===== src/rtl/mem_pkg.sv =====
// Shared definitions for the byte-addressable read-modify-write controller:
// FSM encoding, access-size codes and the word RAM geometry.
package mem_pkg;

  localparam int RAM_AW = 6;

  localparam logic [1:0] SZ_BYTE = 2'd0;
  localparam logic [1:0] SZ_HALF = 2'd1;
  localparam logic [1:0] SZ_WORD = 2'd2;

  typedef enum logic [2:0] {
    S_IDLE = 3'd0,
    S_RD   = 3'd1,
    S_DAT  = 3'd2,
    S_WR   = 3'd3,
    S_RESP = 3'd4
  } state_t;

  // Size code 3 has no meaning and is always rejected as misaligned.
  function automatic logic is_misaligned(input logic [1:0] size, input logic [1:0] lsb);
    case (size)
      SZ_BYTE: return 1'b0;
      SZ_HALF: return lsb[0];
      SZ_WORD: return (lsb != 2'b00);
      default: return 1'b1;
    endcase
  endfunction

endpackage


===== src/rtl/byte_lane_unit.sv =====
// Combinational lane logic: extracts and extends the addressed byte/halfword of
// a little-endian word for loads, and merges store data into that lane for stores.
module byte_lane_unit
  import mem_pkg::*;
(
  input  logic [31:0] word,
  input  logic [1:0]  addr,
  input  logic [1:0]  size,
  input  logic        uns,
  input  logic [31:0] wdata,
  output logic [31:0] load_val,
  output logic [31:0] merged
);

  logic [4:0]  lane_lsb;
  logic [7:0]  byte_sel;
  logic [15:0] half_sel;

  assign lane_lsb = {addr, 3'b000};
  assign byte_sel = word[lane_lsb +: 8];
  assign half_sel = addr[1] ? word[31:16] : word[15:0];

  always_comb begin
    load_val = word;
    merged   = wdata;
    case (size)
      SZ_BYTE: begin
        load_val = {{24{~uns & byte_sel[7]}}, byte_sel};
        merged   = word;
        merged[lane_lsb +: 8] = wdata[7:0];
      end
      SZ_HALF: begin
        load_val = {{16{~uns & half_sel[15]}}, half_sel};
        merged   = word;
        if (addr[1]) merged[31:16] = wdata[15:0];
        else         merged[15:0]  = wdata[15:0];
      end
      default: begin
        load_val = word;
        merged   = wdata;
      end
    endcase
  end

endmodule


===== src/rtl/mem_rmw_ctrl.sv =====
// Load/store front end for a 64x32 synchronous word RAM: sub-word stores are
// done as read-modify-write, loads are lane-extracted and extended.
module mem_rmw_ctrl
  import mem_pkg::*;
(
  input  logic              clk,
  input  logic              rst_n,
  input  logic              req_valid,
  output logic              req_ready,
  input  logic              req_we,
  input  logic [1:0]        req_size,
  input  logic              req_unsigned,
  input  logic [7:0]        req_addr,
  input  logic [31:0]       req_wdata,
  output logic              resp_valid,
  input  logic              resp_ready,
  output logic [31:0]       resp_rdata,
  output logic              resp_err,
  output logic              ram_wea,
  output logic [RAM_AW-1:0] ram_addr,
  output logic [31:0]       ram_dina,
  input  logic [31:0]       ram_douta
);

  // Handshakes: a request transfers on a clk edge with req_valid && req_ready,
  // a response on a clk edge with resp_valid && resp_ready; once raised, a
  // valid and its payload hold steady until that transfer edge.

  state_t state, state_nxt;

  logic        we_q, uns_q, err_q, wea_q;
  logic [1:0]  size_q;
  logic [7:0]  addr_q;
  logic [31:0] wdata_q, rdata_q, dina_q;

  logic        accept, req_mis, req_word_st;
  logic [31:0] load_val, merged;

  assign accept      = req_valid & req_ready;
  assign req_mis     = is_misaligned(req_size, req_addr[1:0]);
  assign req_word_st = req_we & (req_size == SZ_WORD);

  byte_lane_unit u_lane (
    .word     (ram_douta),
    .addr     (addr_q[1:0]),
    .size     (size_q),
    .uns      (uns_q),
    .wdata    (wdata_q),
    .load_val (load_val),
    .merged   (merged)
  );

  always_ff @(posedge clk) begin
    if (!rst_n) state <= S_IDLE;
    else        state <= state_nxt;
  end

  always_comb begin
    state_nxt = state;
    case (state)
      S_IDLE: begin
        if (accept) begin
          if (req_mis)          state_nxt = S_RESP;
          else if (req_word_st) state_nxt = S_WR;
          else                  state_nxt = S_RD;
        end
      end
      S_RD:    state_nxt = S_DAT;
      S_DAT:   state_nxt = we_q ? S_WR : S_RESP;
      S_WR:    state_nxt = S_RESP;
      S_RESP:  if (resp_ready) state_nxt = S_IDLE;
      default: state_nxt = S_IDLE;
    endcase
  end

  // The write strobe is registered from the next state, so a reset on the
  // edge that would enter WR keeps the RAM untouched.
  always_ff @(posedge clk) begin
    if (!rst_n) begin
      we_q    <= 1'b0;
      uns_q   <= 1'b0;
      err_q   <= 1'b0;
      wea_q   <= 1'b0;
      size_q  <= SZ_BYTE;
      addr_q  <= 8'd0;
      wdata_q <= 32'd0;
      rdata_q <= 32'd0;
      dina_q  <= 32'd0;
    end else begin
      wea_q <= (state_nxt == S_WR);
      if (accept) begin
        we_q    <= req_we;
        uns_q   <= req_unsigned;
        size_q  <= req_size;
        addr_q  <= req_addr;
        wdata_q <= req_wdata;
        err_q   <= req_mis;
        rdata_q <= 32'd0;
        if (req_word_st && !req_mis) dina_q <= req_wdata;
      end
      if (state == S_DAT) begin
        if (we_q) dina_q  <= merged;
        else      rdata_q <= load_val;
      end
    end
  end

  assign req_ready  = rst_n & (state == S_IDLE);
  assign resp_valid = (state == S_RESP);
  assign resp_rdata = rdata_q;
  assign resp_err   = err_q;
  assign ram_wea    = wea_q;
  assign ram_addr   = addr_q[7:2];
  assign ram_dina   = dina_q;

endmodule

===== config.mk =====
export PLATFORM = sky130hd
export DESIGN_NAME = mem_rmw_ctrl
export DESIGN_NICKNAME = d
export VERILOG_FILES = /design/src/rtl/mem_pkg.sv /design/src/rtl/byte_lane_unit.sv /design/src/rtl/mem_rmw_ctrl.sv
export SDC_FILE = /design/constraint.sdc
export NUM_CORES = 1
export LEC_CHECK = 0
export CORE_ASPECT_RATIO = 1.2
export CORE_MARGIN = 3
export CORE_UTILIZATION = 30
export DETAILED_ROUTE_END_ITERATION = 6
export GPL_ROUTABILITY_DRIVEN = 0
export SETUP_SLACK_MARGIN = 0.02
export SLEW_MARGIN = 20
export SYNTH_ARGS = -nofsm -noshare
export SYNTH_HDL_FRONTEND = slang
export SYNTH_HIERARCHICAL = 1
export SYNTH_SLANG_ARGS = --single-unit

===== constraint.sdc =====
create_clock -name clk -period 2.8 [get_ports clk]
set_input_delay 0.28 -clock clk [delete_from_list [all_inputs] [get_ports clk]]
set_output_delay 0.28 -clock clk [all_outputs]
set_load 0.05 [all_outputs]

Yosys cells after proc, flatten, opt, wreduce, memory -nomap -nowiden
Cells that the tools add are included.
{"block": "word_totals", "wordCells": 54, "out_inout_bits": 74, "regBits": 113, "input_bits": 80}
{"block": "classes", "n_addsub": 1, "reduce_logical": 6, "n_shift": 3, "n_eq_ne": 8, "muxes": 20, "n_bitwise": 6}
{"cell": "$mux 32", "count": 7}
{"cell": "$pmux 32 s2", "count": 2}
{"cell": "$mux 16", "count": 3}
{"cell": "$bwmux 32", "count": 1}
{"cell": "$shift 8x7->32 const A", "count": 1}
{"cell": "$shiftx 32x6->8", "count": 1}
{"cell": "$shiftx 8x7->32", "count": 1}
{"cell": "$pmux 3 s5", "count": 1}
{"cell": "$mux 3", "count": 4}
{"cell": "$eq 3x2->1 const B", "count": 3}
{"cell": "$neg 5->7", "count": 1}
{"cell": "$and 1x1->1", "count": 5}
{"cell": "$eq 2x1->1 const B", "count": 2}
{"cell": "$logic_not 2->1", "count": 2}
{"cell": "$eq 3x1->1 const B", "count": 1}
{"cell": "$eq 3x3->1 const B", "count": 1}
{"cell": "$logic_not 3->1", "count": 1}
{"cell": "$pmux 1 s3", "count": 1}
{"cell": "$eq 2x2->1 const B", "count": 1}
{"cell": "$mux 2", "count": 1}
{"cell": "$reduce_bool 2->1", "count": 1}
{"cell": "$logic_and 1x1->1", "count": 1}
{"cell": "$logic_not 1->1", "count": 1}
{"cell": "$not 1->1", "count": 1}

Longest topological paths before layout
{"block": "depth", "word_depth": 8, "depth_mapped": 10, "ltp_nobuf": 8}

Modules after synthesis
Netlist, hierarchy kept.
{"mod": "mem_rmw_ctrl", "area_each_um2": 4440.5, "seq_area_each_um2": 2262.2, "cells_per_inst": 555, "n_inst": 1}
{"mod": "byte_lane_unit", "area_each_um2": 1570.3, "seq_area_each_um2": 0.0, "cells_per_inst": 235, "n_inst": 1}

Least setup slack after synthesis
OpenSTA, ideal clock, no wires.
{"block": "synth_path", "path_type": "register -> register", "startpoint": "register addr_q[1]", "endpoint": "register dina_q[20] (netlist: ram_dina[20])", "t_arrival_ns": 2.019, "period_less_slack_ns": 2.094, "setup_time_ns": 0.074, "path_stages_with_launch": 11, "path_buffers": 2, "t_required_ns": 2.726, "slack_ns": 0.706, "path_cell_list": "dfxtp_1 -> buf_4 -> buf_4 -> inv_1 -> ha_1 -> nand2b_1 -> nor3b_2 -> nand2_1 -> a32oi_1 -> o21ai_0 -> a31oi_1"}
{"block": "synth_between", "elab_chain_cells": 6, "elab_cells_between_ends": 8, "cone_classes": "add/sub: 1; shift: 2; mux: 5"}
{"element": "start, declared", "line": "mem_rmw_ctrl.sv:33", "text": "logic [7:0] addr_q;"}
{"element": "start signal, assigned", "line": "mem_rmw_ctrl.sv:95", "text": "addr_q <= req_addr;"}
{"element": "$neg 5->7", "line": "byte_lane_unit.sv:30", "text": "merged[lane_lsb +: 8] = wdata[7:0];"}
{"element": "$shiftx 8x7->32 or $shift 8x7->32 (tied branches)", "line": "byte_lane_unit.sv:30"}
{"element": "$bwmux 32", "line": "byte_lane_unit.sv:30"}
{"element": "$pmux 32 s2 *", "line": "byte_lane_unit.sv:26", "text": "case (size)"}
{"element": "net merged[20]", "line": "mem_rmw_ctrl.sv:37", "text": "logic [31:0] load_val, merged;"}
{"element": "$mux 32 *", "line": "mem_rmw_ctrl.sv:102", "text": "if (we_q) dina_q <= merged;"}
{"element": "$mux 32 *", "line": "mem_rmw_ctrl.sv:101", "text": "if (state == S_DAT) begin"}
{"element": "end signal, assigned", "line": "mem_rmw_ctrl.sv:99", "text": "if (req_word_st && !req_mis) dina_q <= req_wdata;"}
{"element": "end signal, assigned", "line": "mem_rmw_ctrl.sv:102"}
{"element": "end, declared", "line": "mem_rmw_ctrl.sv:34", "text": "logic [31:0] wdata_q, rdata_q, dina_q;"}
Mark *: on every way through the listed nets, which the timed path passes. The rest lies on a longest branch.
A chain may end at the register's enable or synchronous reset.

Worst setup path after layout
{"block": "layout_path", "startpoint": "register addr_q[0]", "endpoint": "register dina_q[20] (netlist: ram_dina[20])"}
{"block": "layout_between", "elab_chain_cells": 6, "elab_cells_between_ends": 7, "cone_classes": "add/sub: 1; shift: 2; mux: 4"}
{"element": "$neg 5->7 *", "line": "byte_lane_unit.sv:30"}
{"element": "$shiftx 8x7->32 or $shift 8x7->32 (tied branches)", "line": "byte_lane_unit.sv:30"}
{"element": "$bwmux 32 *", "line": "byte_lane_unit.sv:30"}
{"element": "$pmux 32 s2 *", "line": "byte_lane_unit.sv:26"}
{"element": "net merged[20]", "line": "mem_rmw_ctrl.sv:37"}
{"element": "$mux 32 *", "line": "mem_rmw_ctrl.sv:102"}
{"element": "$mux 32 *", "line": "mem_rmw_ctrl.sv:101"}
Marks and branches as above.

==> out/metrics.csv <==
metric,value,unit
fin_tns_setup,0,ps
layout-drive-gt1-share,0.0877,
h-tree-depth,4,
syn_area,6010,sq um
synth_cell_types,54,
cts_tree,built,
synth-seq-cells,113,
syn_area_per_cell,7.61,sq um
ir_drop,0.404,mV
first_pass_iters,6,
first_iter_violations,670,
path_cells,"inv_1, ha_1, nand2b_1, nor3b_2, nand2_1, a32oi_1, o21ai_0, a31oi_1",
arrival,2750,ps
cp.required,3140,ps
critPathBufInv,1,
cts_setup_buffers,0,
numCtsBuffers,17,
fin_nets,997,
num_antenna_cells,0,
wl_per_cell,18.8,um
critical_path.endpoint_type,register,
start_kind,register,
period_share,0.860,
powerDensity,573,nW/um^2
dieHeight,161,um
clockRootBuffer,clkbuf_16,
drv_cap,0,
synth-main-ff-cell,dfxtp_1,
grt_pass1_wl,33.9,mm
dpl.hpwl,15.7,mm
clock_sinks,113,
synth-seq-area-share,0.376,
drc_errors,0,
setup_viol,0,
run_status,"complete, no violations",
place_inst,1154,
die_w,135,um
grt_start_max_net_pins,111,
syn_inst,790,
grt_antenna_before_repair,0,
ys.warnings.count,6,
io_pins,154,
final_cells,1185,
clk_transition_reported_paths,50,ps
grt_usage,0.200,
crit_family,simple AND/OR/NAND/NOR gates,
slowest_stage,dfxtp_1,
cts.path.max_buffers,2,
hold_class,input port to register,
synth_edf_count,0,
initial_core_util,0.306,
portBuffers,153,
grt_pass1_vias,5774,
p_leak,3.01,nW
worstMarginPinSlew,1060,ps
routed_wl,22.3,mm
syn_to_final_growth,36.3,%
cp_max_fo,10,
die-area,21800,sq um
route.antenna.remaining_nets,0,
hold_buffers,0,
synth_fp_nets,875,
num_rows,56,
drv_slew,0,
fin_skew,5.25,ps
route.vias.total,6243,
clk_latency,420,ps
critPathKind,register to register,
grt_overflow,0,
max_clock_freq,415,MHz
cts_resized,0,
finalPower,4.69,mW
synthArstFlopShare,0,
max_stage_delay,500,ps
viasPerCell,5.27,
finalHoldViolations,0,
slew_headroom,0.291,
fin_crit,2410,ps
coreArea,19600,sq um
rsz0062_at_grt,no,
power by group:
group	switching (mW)	internal [mW]
Combinational	0.502	0.368
Sequential	0.0831	1.68
Clock	0.760	1.30
worst register-to-register path, stage by stage, from the launching register on:
cell,delay (ps)
dfxtp_1,500
inv_1,160
ha_1,390
nand2b_1,130
nor3b_2,500
nand2_1,110
a32oi_1,230
o21ai_0,120
a31oi_1,190
area by class of cell:
cell class,count,area (sq um)
multi-input cells,594,3320
clock buffers,25,495
clock inverters,6,55.1
inverters,14,52.6
fillers,2040,11400
well taps,261,327
repair buffers,172,1680
flip-flops and latches,113,2260
synthesized netlist by cell type (4+ instances only):
master,count,area share
a222oi_1,7,0.012
a22oi_1,5,0.0062
a22o_1,10,0.015
a221o_1,16,0.027
inv_1,13,0.0081
o21ai_0,51,0.042
buf_4,9,0.011
nand3_1,77,0.064
a2bb2oi_1,7,0.010
mux2_2,7,0.013
a21boi_0,28,0.035
dfxtp_1,113,0.38
clkbuf_1,34,0.021
a221oi_1,7,0.010
nand2_1,252,0.16
nor2_1,11,0.0069
buf_2,14,0.012
ha_1,5,0.010
mux2i_1,6,0.010
a21oi_1,15,0.012
a31oi_1,32,0.033
a21oi_2,10,0.015
nand2b_1,7,0.0073
nor2b_1,4,0.0042
a21boi_1,5,0.0062
buf_1,4,0.0025
flip-flops by register name, summed over array words and instances (netlist names):
name	flops
addr_q	8
ram_dina	32
ram_wea	1
resp_err	1
resp_rdata	32
size_q	2
state	3
uns_q	1
wdata_q	32
we_q	1
final timing paths:
kind | from | to | slack (ps) | cells after the start
setup / recovery | addr_q[0]$_SDFFE_PN0N_ | ram_dina[20]$_SDFF_PN0_ | 390 | 8
hold / removal | rst_n | state[0]$_SDFF_PN0_ | 360 | 4
setup reg to reg | addr_q[0]$_SDFFE_PN0N_ | ram_dina[20]$_SDFF_PN0_ | 390 | 8
hold reg to reg | addr_q[6]$_SDFFE_PN0N_ | addr_q[6]$_SDFFE_PN0N_ | 450 | 2
kinds of logic (layout without fill, tap and decap cells):
kind of cell               after synthesis  count (layout)  share of synthesized area
AOI/OAI and AO/OA                      203             203                      0.243
adders and majority gates                5               5                     0.0104
buffers and inverters                   83             217                     0.0743
DFF                                    113             113                      0.376
muxes                                   13              13                     0.0231
and+or+nand+nor                        373             373                      0.273
metal layers:
| layer | vias to the layer above | GRT usage | wire length (um) |
|---|---|---|---|
| li1 | 3007 | - | - |
| met1 | 2942 | 0.263 | 9580 |
| met2 | 263 | 0.313 | 10300 |
| met3 | 31 | 0.0555 | 1840 |
| met4 | 0 | 0.0729 | 535 |
| met5 | - | 0 | 0 |
placed cells by master, fill, tap and decap left out, types with 10 or more instances in the layout:
master           count
a21boi_0            28
a21oi_1             15
a21oi_2             10
a221o_1             16
a22o_1              10
a31oi_1             32
buf_4               19
clkbuf_16           17
clkdlybuf4s50_1    151
dfxtp_1            112
inv_1               13
nand2_1            251
nand3_1             76
nor2_1              11
o21ai_0             51
metrics by stage:
step	util	hold WS [ps]	setup WS (ps)	area (sq um)
3_3_place_gp	0.389	441	527	7640
4_1_cts	0.417	348	380	8190
6_report	0.417	356	393	8190
2_1_floorplan	-	379	706	6010
5_1_grt	0.417	392	270	8190
3_5_place_dp	0.389	446	460	7640
Power figures use the tool's default switching activity.
